<file path="src/rtl/router_fsm_n.sv">
// rtl/router_fsm_n.sv - N-output packet router control FSM; ROUTER_FSM_TIMEOUT_EN enables the wait-till-empty timeout
module router_fsm_n #(
    parameter int NUM_PORTS    = 3,
    parameter int ADDR_W       = 2,
    parameter int WAIT_TIMEOUT = 1024
) (
    input  logic                 clock,
    input  logic                 resetn,
    input  logic                 pkt_valid,
    input  logic [ADDR_W-1:0]    data_in,
    input  logic                 fifo_full,
    input  logic [NUM_PORTS-1:0] empty,
    input  logic [NUM_PORTS-1:0] soft_reset,
    input  logic                 parity_done,
    input  logic                 low_packet_valid,
    output logic                 write_enb_reg,
    output logic                 detect_add,
    output logic                 ld_state,
    output logic                 laf_state,
    output logic                 lfd_state,
    output logic                 full_state,
    output logic                 rst_int_reg,
    output logic                 busy,
    output logic [NUM_PORTS-1:0] dest_sel,
    output logic                 addr_err,
    output logic                 wait_timeout
);

    typedef enum logic [3:0] {
        DECODE_ADDRESS     = 4'd0,
        LOAD_FIRST_DATA    = 4'd1,
        LOAD_DATA          = 4'd2,
        FIFO_FULL_STATE    = 4'd3,
        LOAD_AFTER_FULL    = 4'd4,
        LOAD_PARITY        = 4'd5,
        CHECK_PARITY_ERROR = 4'd6,
        WAIT_TILL_EMPTY    = 4'd7,
        DROP_PACKET        = 4'd8
    } state_t;

    state_t               state_q, state_d;
    logic [NUM_PORTS-1:0] dest_sel_q, dest_sel_d;
    logic [NUM_PORTS-1:0] addr_onehot;
    logic [31:0]          addr_ext;
    logic                 addr_bad;
    logic                 dest_empty;
    logic                 soft_hit;
    logic                 timeout_hit;

    logic write_enb_reg_q, write_enb_reg_d;
    logic detect_add_q, detect_add_d;
    logic ld_state_q, ld_state_d;
    logic laf_state_q, laf_state_d;
    logic lfd_state_q, lfd_state_d;
    logic full_state_q, full_state_d;
    logic rst_int_reg_q, rst_int_reg_d;
    logic busy_q, busy_d;
    logic addr_err_q, addr_err_d;

    assign addr_ext    = 32'(data_in);
    assign addr_bad    = (addr_ext >= 32'(NUM_PORTS));
    assign addr_onehot = NUM_PORTS'(1) << data_in;
    // The wait and soft-reset qualification use the latched destination, never live data_in.
    assign dest_empty  = |(empty & dest_sel_q);
    assign soft_hit    = (|(soft_reset & dest_sel_q)) &&
                         (state_q != DECODE_ADDRESS) && (state_q != DROP_PACKET);

`ifdef ROUTER_FSM_TIMEOUT_EN
    localparam int CNT_W = $clog2(WAIT_TIMEOUT + 1);
    logic [CNT_W-1:0] wait_cnt_q, wait_cnt_d;

    assign timeout_hit = (state_q == WAIT_TILL_EMPTY) && !dest_empty &&
                         (wait_cnt_q == CNT_W'(WAIT_TIMEOUT - 1));
    assign wait_cnt_d  = ((state_q == WAIT_TILL_EMPTY) && (state_d == WAIT_TILL_EMPTY)) ?
                         wait_cnt_q + CNT_W'(1) : '0;
`else
    logic unused_wait_timeout_cfg;
    assign unused_wait_timeout_cfg = (WAIT_TIMEOUT > 0);
    assign timeout_hit = 1'b0;
`endif

    assign wait_timeout = timeout_hit && !soft_hit;

    always_comb begin
        state_d    = state_q;
        dest_sel_d = dest_sel_q;
        case (state_q)
            DECODE_ADDRESS: begin
                if (pkt_valid) begin
                    if (addr_bad) begin
                        state_d = DROP_PACKET;
                    end else begin
                        dest_sel_d = addr_onehot;
                        state_d    = (|(empty & addr_onehot)) ? LOAD_FIRST_DATA : WAIT_TILL_EMPTY;
                    end
                end
            end
            LOAD_FIRST_DATA: state_d = LOAD_DATA;
            LOAD_DATA: begin
                if (fifo_full)       state_d = FIFO_FULL_STATE;
                else if (!pkt_valid) state_d = LOAD_PARITY;
            end
            FIFO_FULL_STATE: begin
                if (!fifo_full) state_d = LOAD_AFTER_FULL;
            end
            LOAD_AFTER_FULL: begin
                if (parity_done)           state_d = DECODE_ADDRESS;
                else if (low_packet_valid) state_d = LOAD_PARITY;
                else                       state_d = LOAD_DATA;
            end
            LOAD_PARITY: state_d = CHECK_PARITY_ERROR;
            CHECK_PARITY_ERROR: state_d = fifo_full ? FIFO_FULL_STATE : DECODE_ADDRESS;
            WAIT_TILL_EMPTY: begin
                if (dest_empty)       state_d = LOAD_FIRST_DATA;
                else if (timeout_hit) state_d = DROP_PACKET;
            end
            DROP_PACKET: begin
                if (!pkt_valid) state_d = DECODE_ADDRESS;
            end
            default: state_d = DECODE_ADDRESS;
        endcase

        if (soft_hit) state_d = DECODE_ADDRESS;
        if (state_d == DECODE_ADDRESS) dest_sel_d = '0;

        // Outputs are registered decodes of the next state, so they track the present state.
        write_enb_reg_d = (state_d == LOAD_DATA) || (state_d == LOAD_AFTER_FULL) ||
                          (state_d == LOAD_PARITY);
        detect_add_d    = (state_d == DECODE_ADDRESS);
        ld_state_d      = (state_d == LOAD_DATA);
        laf_state_d     = (state_d == LOAD_AFTER_FULL);
        lfd_state_d     = (state_d == LOAD_FIRST_DATA);
        full_state_d    = (state_d == FIFO_FULL_STATE);
        rst_int_reg_d   = (state_d == CHECK_PARITY_ERROR);
        busy_d          = !((state_d == DECODE_ADDRESS) || (state_d == LOAD_DATA) ||
                            (state_d == DROP_PACKET));
        addr_err_d      = (state_d == DROP_PACKET) && (state_q == DECODE_ADDRESS || addr_err_q);
    end

    always_ff @(posedge clock) begin
        if (!resetn) begin
            state_q         <= DECODE_ADDRESS;
            dest_sel_q      <= '0;
            write_enb_reg_q <= 1'b0;
            detect_add_q    <= 1'b1;
            ld_state_q      <= 1'b0;
            laf_state_q     <= 1'b0;
            lfd_state_q     <= 1'b0;
            full_state_q    <= 1'b0;
            rst_int_reg_q   <= 1'b0;
            busy_q          <= 1'b0;
            addr_err_q      <= 1'b0;
`ifdef ROUTER_FSM_TIMEOUT_EN
            wait_cnt_q      <= '0;
`endif
        end else begin
            state_q         <= state_d;
            dest_sel_q      <= dest_sel_d;
            write_enb_reg_q <= write_enb_reg_d;
            detect_add_q    <= detect_add_d;
            ld_state_q      <= ld_state_d;
            laf_state_q     <= laf_state_d;
            lfd_state_q     <= lfd_state_d;
            full_state_q    <= full_state_d;
            rst_int_reg_q   <= rst_int_reg_d;
            busy_q          <= busy_d;
            addr_err_q      <= addr_err_d;
`ifdef ROUTER_FSM_TIMEOUT_EN
            wait_cnt_q      <= wait_cnt_d;
`endif
        end
    end

    assign write_enb_reg = write_enb_reg_q;
    assign detect_add    = detect_add_q;
    assign ld_state      = ld_state_q;
    assign laf_state     = laf_state_q;
    assign lfd_state     = lfd_state_q;
    assign full_state    = full_state_q;
    assign rst_int_reg   = rst_int_reg_q;
    assign busy          = busy_q;
    assign addr_err      = addr_err_q;
    assign dest_sel      = dest_sel_q;

endmodule

</file>
<file path="config.mk">
export PLATFORM = sky130hd
export DESIGN_NAME = router_fsm_n
export DESIGN_NICKNAME = d
export VERILOG_FILES = /design/src/rtl/router_fsm_n.sv
export SDC_FILE = /design/constraint.sdc
export NUM_CORES = 1
export LEC_CHECK = 0
export CORE_MARGIN = 1
export CORE_UTILIZATION = 30
export CTS_BUF_LIST = sky130_fd_sc_hd__clkbuf_2 sky130_fd_sc_hd__clkbuf_4 sky130_fd_sc_hd__clkbuf_8
export DETAILED_ROUTE_END_ITERATION = 10
export PLACE_DENSITY = 0.63
export SYNTH_ARGS = -nofsm -noshare
export SYNTH_HDL_FRONTEND = slang
export SYNTH_SLANG_ARGS = --single-unit
</file>
<file path="constraint.sdc">
create_clock -name clock -period 3.7 [get_ports clock]
set_clock_uncertainty 0.15 [all_clocks]
set_input_delay 0.74 -clock clock [delete_from_list [all_inputs] [get_ports clock]]
set_output_delay 0.74 -clock clock [all_outputs]
set_load 0.01 [all_outputs]
</file>
Yosys cells after proc, flatten, opt, wreduce, memory -nomap -nowiden. Index checks and enable logic that the tools add are counted.

Flip-flop bits (word level): 16. Bits of input ports: 14. Output and inout bits: 13. Logic and storage cells: 64.

Magnitude comparators: 1. Equal/unequal tests: 16. Shift operators: 1. Multiplexer cells: 13. Bitwise operators: 5. Reduce and logical (&&, ||, !) cells: 17.

Operators by type and width (number): $pmux 4 s9 (1); $mux 4 (8); $eq 4x3->1 const B (7); $eq 4x2->1 const B (4); $and 3x3->3 (3); $mux 3 (3); $reduce_or 3->1 (3); $eq 4x1->1 const B (2); $eq 4x4->1 const B (2); $logic_not 4->1 (2); $logic_or 1x1->1 (5); $ne 4x4->1 const B (1); $reduce_bool 4->1 (1); $logic_and 1x1->1 (3); $reduce_and 3->1 (1); $shl 1x2->3 const A (1); $ge 2x2->1 const B (1); $mux 2 (1); $not 1->1 (2); $reduce_or 2->1 (1); $logic_not 1->1 (1).

Logic depth before layout (Yosys ltp).
Depth after elaboration: 12. Gate-level depth with buffers: 6. Mapped depth without buffers: 5.

Worst setup path before layout. Ideal clock, no wire load.

Path type: input to register. Start: in soft_reset[1]. End: reg write_enb_reg_q (netlist: write_enb_reg). Library setup time: 0.084 ns. Arrival: 1.767 ns. Required time: 3.466 ns. Slack: 1.699 ns. Stages: 5. Path buffers: 0. Cell sequence: a22oi_1 > a21o_4 > nand2_1 > or4b_1 > o31ai_2.

Longest elaborated chain between the ends: 8. Elaborated cells on any way between the ends: 10. Those cells by class: 3 x eq/ne; 1 x mux; 1 x bitwise; 5 x reduce/logical.

Ends and longest elaborated chain: start: declaration (line 13) `input logic [NUM_PORTS-1:0] soft_reset,`; $and 3x3->3 (*) (line 65) `assign soft_hit = (|(soft_reset & dest_sel_q)) &&`; $reduce_or 3->1 (*) (line 65); $logic_and 1x1->1 (*) (line 65); $logic_and 1x1->1 (*) (line 66) `(state_q != DECODE_ADDRESS) && (state_q != DROP_PACKET);`; $mux 4 (*) (line 123) `if (soft_hit) state_d = DECODE_ADDRESS;`; $eq 4x2->1 or $eq 4x3->1 (tied branches) (line 127) `write_enb_reg_d = (state_d == LOAD_DATA) || (state_d == LOAD_AFTER_FULL) ||`; $logic_or 1x1->1 (line 127); $logic_or 1x1->1 (*) (line 127); end signal: assignment (line 159) `write_enb_reg_q <= write_enb_reg_d;`; end: declaration (line 50) `logic write_enb_reg_q, write_enb_reg_d;`.

Every way passes the cells marked *; elsewhere a longest branch is shown, timed or not. A chain may end at the register's enable or synchronous reset.

Worst setup path after layout.
Start: in pkt_valid. End: reg write_enb_reg_q (netlist: write_enb_reg).

Longest elaborated chain between the ends: 7. Elaborated cells on any way between the ends: 11. Those cells by class: 3 x eq/ne; 6 x mux; 2 x reduce/logical.

Ends and longest elaborated chain: start: declaration (line 9) `input logic pkt_valid,`; $mux 4 (line 101) `else if (!pkt_valid) state_d = LOAD_PARITY;`; $mux 4 (line 100) `if (fifo_full) state_d = FIFO_FULL_STATE;`; $pmux 4 s9 (*) (line 87) `case (state_q)`; $mux 4 (*) (line 123); $eq 4x2->1 or $eq 4x3->1 (tied branches) (line 127); $logic_or 1x1->1 (line 127); $logic_or 1x1->1 (*) (line 127).

Marks and branches as above.

==> metrics.cfg <==
[timing]
fin_ws_ns = 1.292
maxSlewViolCount = 0
rsz0062_at_grt = no
worst_slew_pin_slew_ns = 0.5186
setup_tns_ns = 0
setup_viol = 0
fmax_ghz = 0.4153
period_share_pct = 65.09
holdWs_ns = 0.3462
slew_headroom_pct = 65.26
hold_viol_final = 0
finalCriticalPeriod_ns = 2.408

[clock_tree]
cts-root-buf = clkbuf_4
cts_buffer_depth = 2
cts_made_buffers = 3
clk_pin_slew_ns = 0.09
clk_latency_ns = 0.28
cts-resized-gates = 0
cts_tree = built
cts_setup_buffers = 0
cts.htree.levels = 1
hold_buffers = 0
cts.sink_count = 16

[cells_and_area]
mostFrequentLayoutCells = clkdlybuf4s50_1 (25), dfxtp_1 (16), nor3_1 (6), a21oi_1 (5)
layout.nets = 130
top_register = state_q
syn_to_final_growth_pct = 31.42
layout_commonest_cell = clkdlybuf4s50_1
drive_above_1_share_pct = 19.13
fillers = 277
largest_reg_flops = 4
final_area_um2 = 1204
diodes = 0

[synthesis]
synth-seq-cells = 16
syn_area_um2 = 915.9
synth_flop_cell = dfxtp_1
synthArstFlopShare_pct = 0
syn_nets = 104
syn_inst = 90
yosysTopAreaCell = dfxtp_1
synth.distinct_cells = 44
yosysTopAreaCellShare_pct = 34.97
yosysSeqAreaShare_pct = 34.97
yosys_warnings = 0
yosys-top-cells-area = dfxtp_1 (35%), o31ai_2 (4.1%), nor3_1 (3.3%)
post_synth.cell_area_avg_um2 = 10.18
synth_edf_count = 0

[place]
place_hpwl_mm = 1.617
place.gp.congestion = 0.7708
place_ws_ns = 1.002
portBuffers = 25
placed_area_um2 = 1167

[global_routing]
grt_pass1_wl_mm = 3.525
antenna_found_initial = 0
grt_max_degree = 12
grt_overflow = 0
first_global_vias = 757
grt_use_total_pct = 13.83

[die]
core_area_um2 = 2829
dieArea_um2 = 3278
core.rowCount = 19
fp.dieH_um = 57.26
start_util_pct = 32.38
ioPinCount = 27
die_w_um = 57.26

[critical_path]
critPathCaptureType = register
cp_max_fo = 6
ff2ff_path_depth = 5
cpPeakStageDelay_ns = 0.60
arrival_ns = 2.46
cp_cell_sequence = clkdlybuf4s50_1, nor2b_1, o211ai_1, a31oi_1, o21ai_1, o31ai_2
r2r_slack_ns = 1.69
critPathKind = in2reg
crit_required_ns = 3.75
start_kind = primary input
crit_slowest_cell = clkdlybuf4s50_1

[min_path]
hp-class = reg2reg
min_path_cells = 1

[routing]
via_per_inst = 5.336
vias = 779
drtIter0Drc = 27
drt-pass1-iter-count = 7
antenna_left = 0
wirelength_mm = 2.059
drt-wirelength-per-cell_um = 14.10
drcViolationCount = 4

[power]
peakVddDrop_mv = 0.2518
seq_power_share_pct = 34.9
powerDensity_nw_per_um2 = 653.9
comb_power_share_pct = 51.0
clkPwrFrac_pct = 14.1
p_int_w = 0.0004793
p_switching_w = 0.0003077
power_switching_share_pct = 39.10
cellLeakagePower_nw = 0.4446

[run_status]
violations = DRC
status = finished, violations left

[job]
cap_violations = 0

==> routing by layer <==
metal	global-route usage [%]	up-vias	part of all wire, %
li1	-	388	-
met4	4.878	0	0.92
met3	4.308	4	5.4
met5	0	-	0
met2	20.84	18	45
met1	18.71	369	48
==> final cells by class <==
| class | instances | area, µm² | area share, % |
|---|---|---|---|
| clock buffer | 4 | 36.28 | 3.015 |
| multi-input combinational | 65 | 539.3 | 44.80 |
| inverter | 5 | 18.77 | 1.559 |
| tap | 31 | 38.79 | 3.222 |
| timing repair buffer | 25 | 250.2 | 20.79 |
| sequential | 16 | 320.3 | 26.61 |
==> critical path, delay by kind of cell <==
kind	cells	cell delay (ns)
AO/OA/AOI/OAI	4	0.95
buffers and inverters	1	0.60
AND/OR/NAND/NOR	1	0.16
==> synth_stat cells, types with 3 or more instances <==
| library cell | count |
|---|---|
| and2_1 | 3 |
| o31ai_2 | 3 |
| dfxtp_1 | 16 |
| a21oi_1 | 5 |
| nor3_1 | 6 |
| nand2_1 | 3 |
| nor2_1 | 4 |
| inv_1 | 4 |
| nor2b_1 | 3 |
==> stage by stage <==
stage          util [%]  cells  power (W)
2_1_floorplan         -     90  0.0005556
3_3_place_gp      41.26    142  0.0006699
3_5_place_dp      41.26    142  0.0006784
4_1_cts           42.55    146  0.0007921
5_1_grt           42.55    146  0.0008464
6_report          42.55    146  0.0007871
==> power by group through the flow <==
stage / Combinational, W / Sequential [W] / Clock, W
after floorplan: 0.000296 / 0.000260 / 0
after global placement: 0.000392 / 0.000278 / 0
after detailed placement: 0.000400 / 0.000278 / 0
after CTS: 0.000402 / 0.000275 / 0.000115
after global routing: 0.000435 / 0.000283 / 0.000128
final: 0.000401 / 0.000275 / 0.000111
==> cells by family after synthesis <==
kind of cell           share of synthesized area (%)
other                                         0.4094
and+or+nand+nor                                26.91
buffers and inverters                          6.146
DFF                                            34.97
AOI/OAI and AO/OA                              28.01
muxes                                          3.552
==> final timing paths <==
path / from / to
max: pkt_valid / write_enb_reg
min: addr_err / addr_err
min reg2reg: addr_err / addr_err
max reg2reg: state_q[0] / write_enb_reg
(Power assumes the default switching activity.)
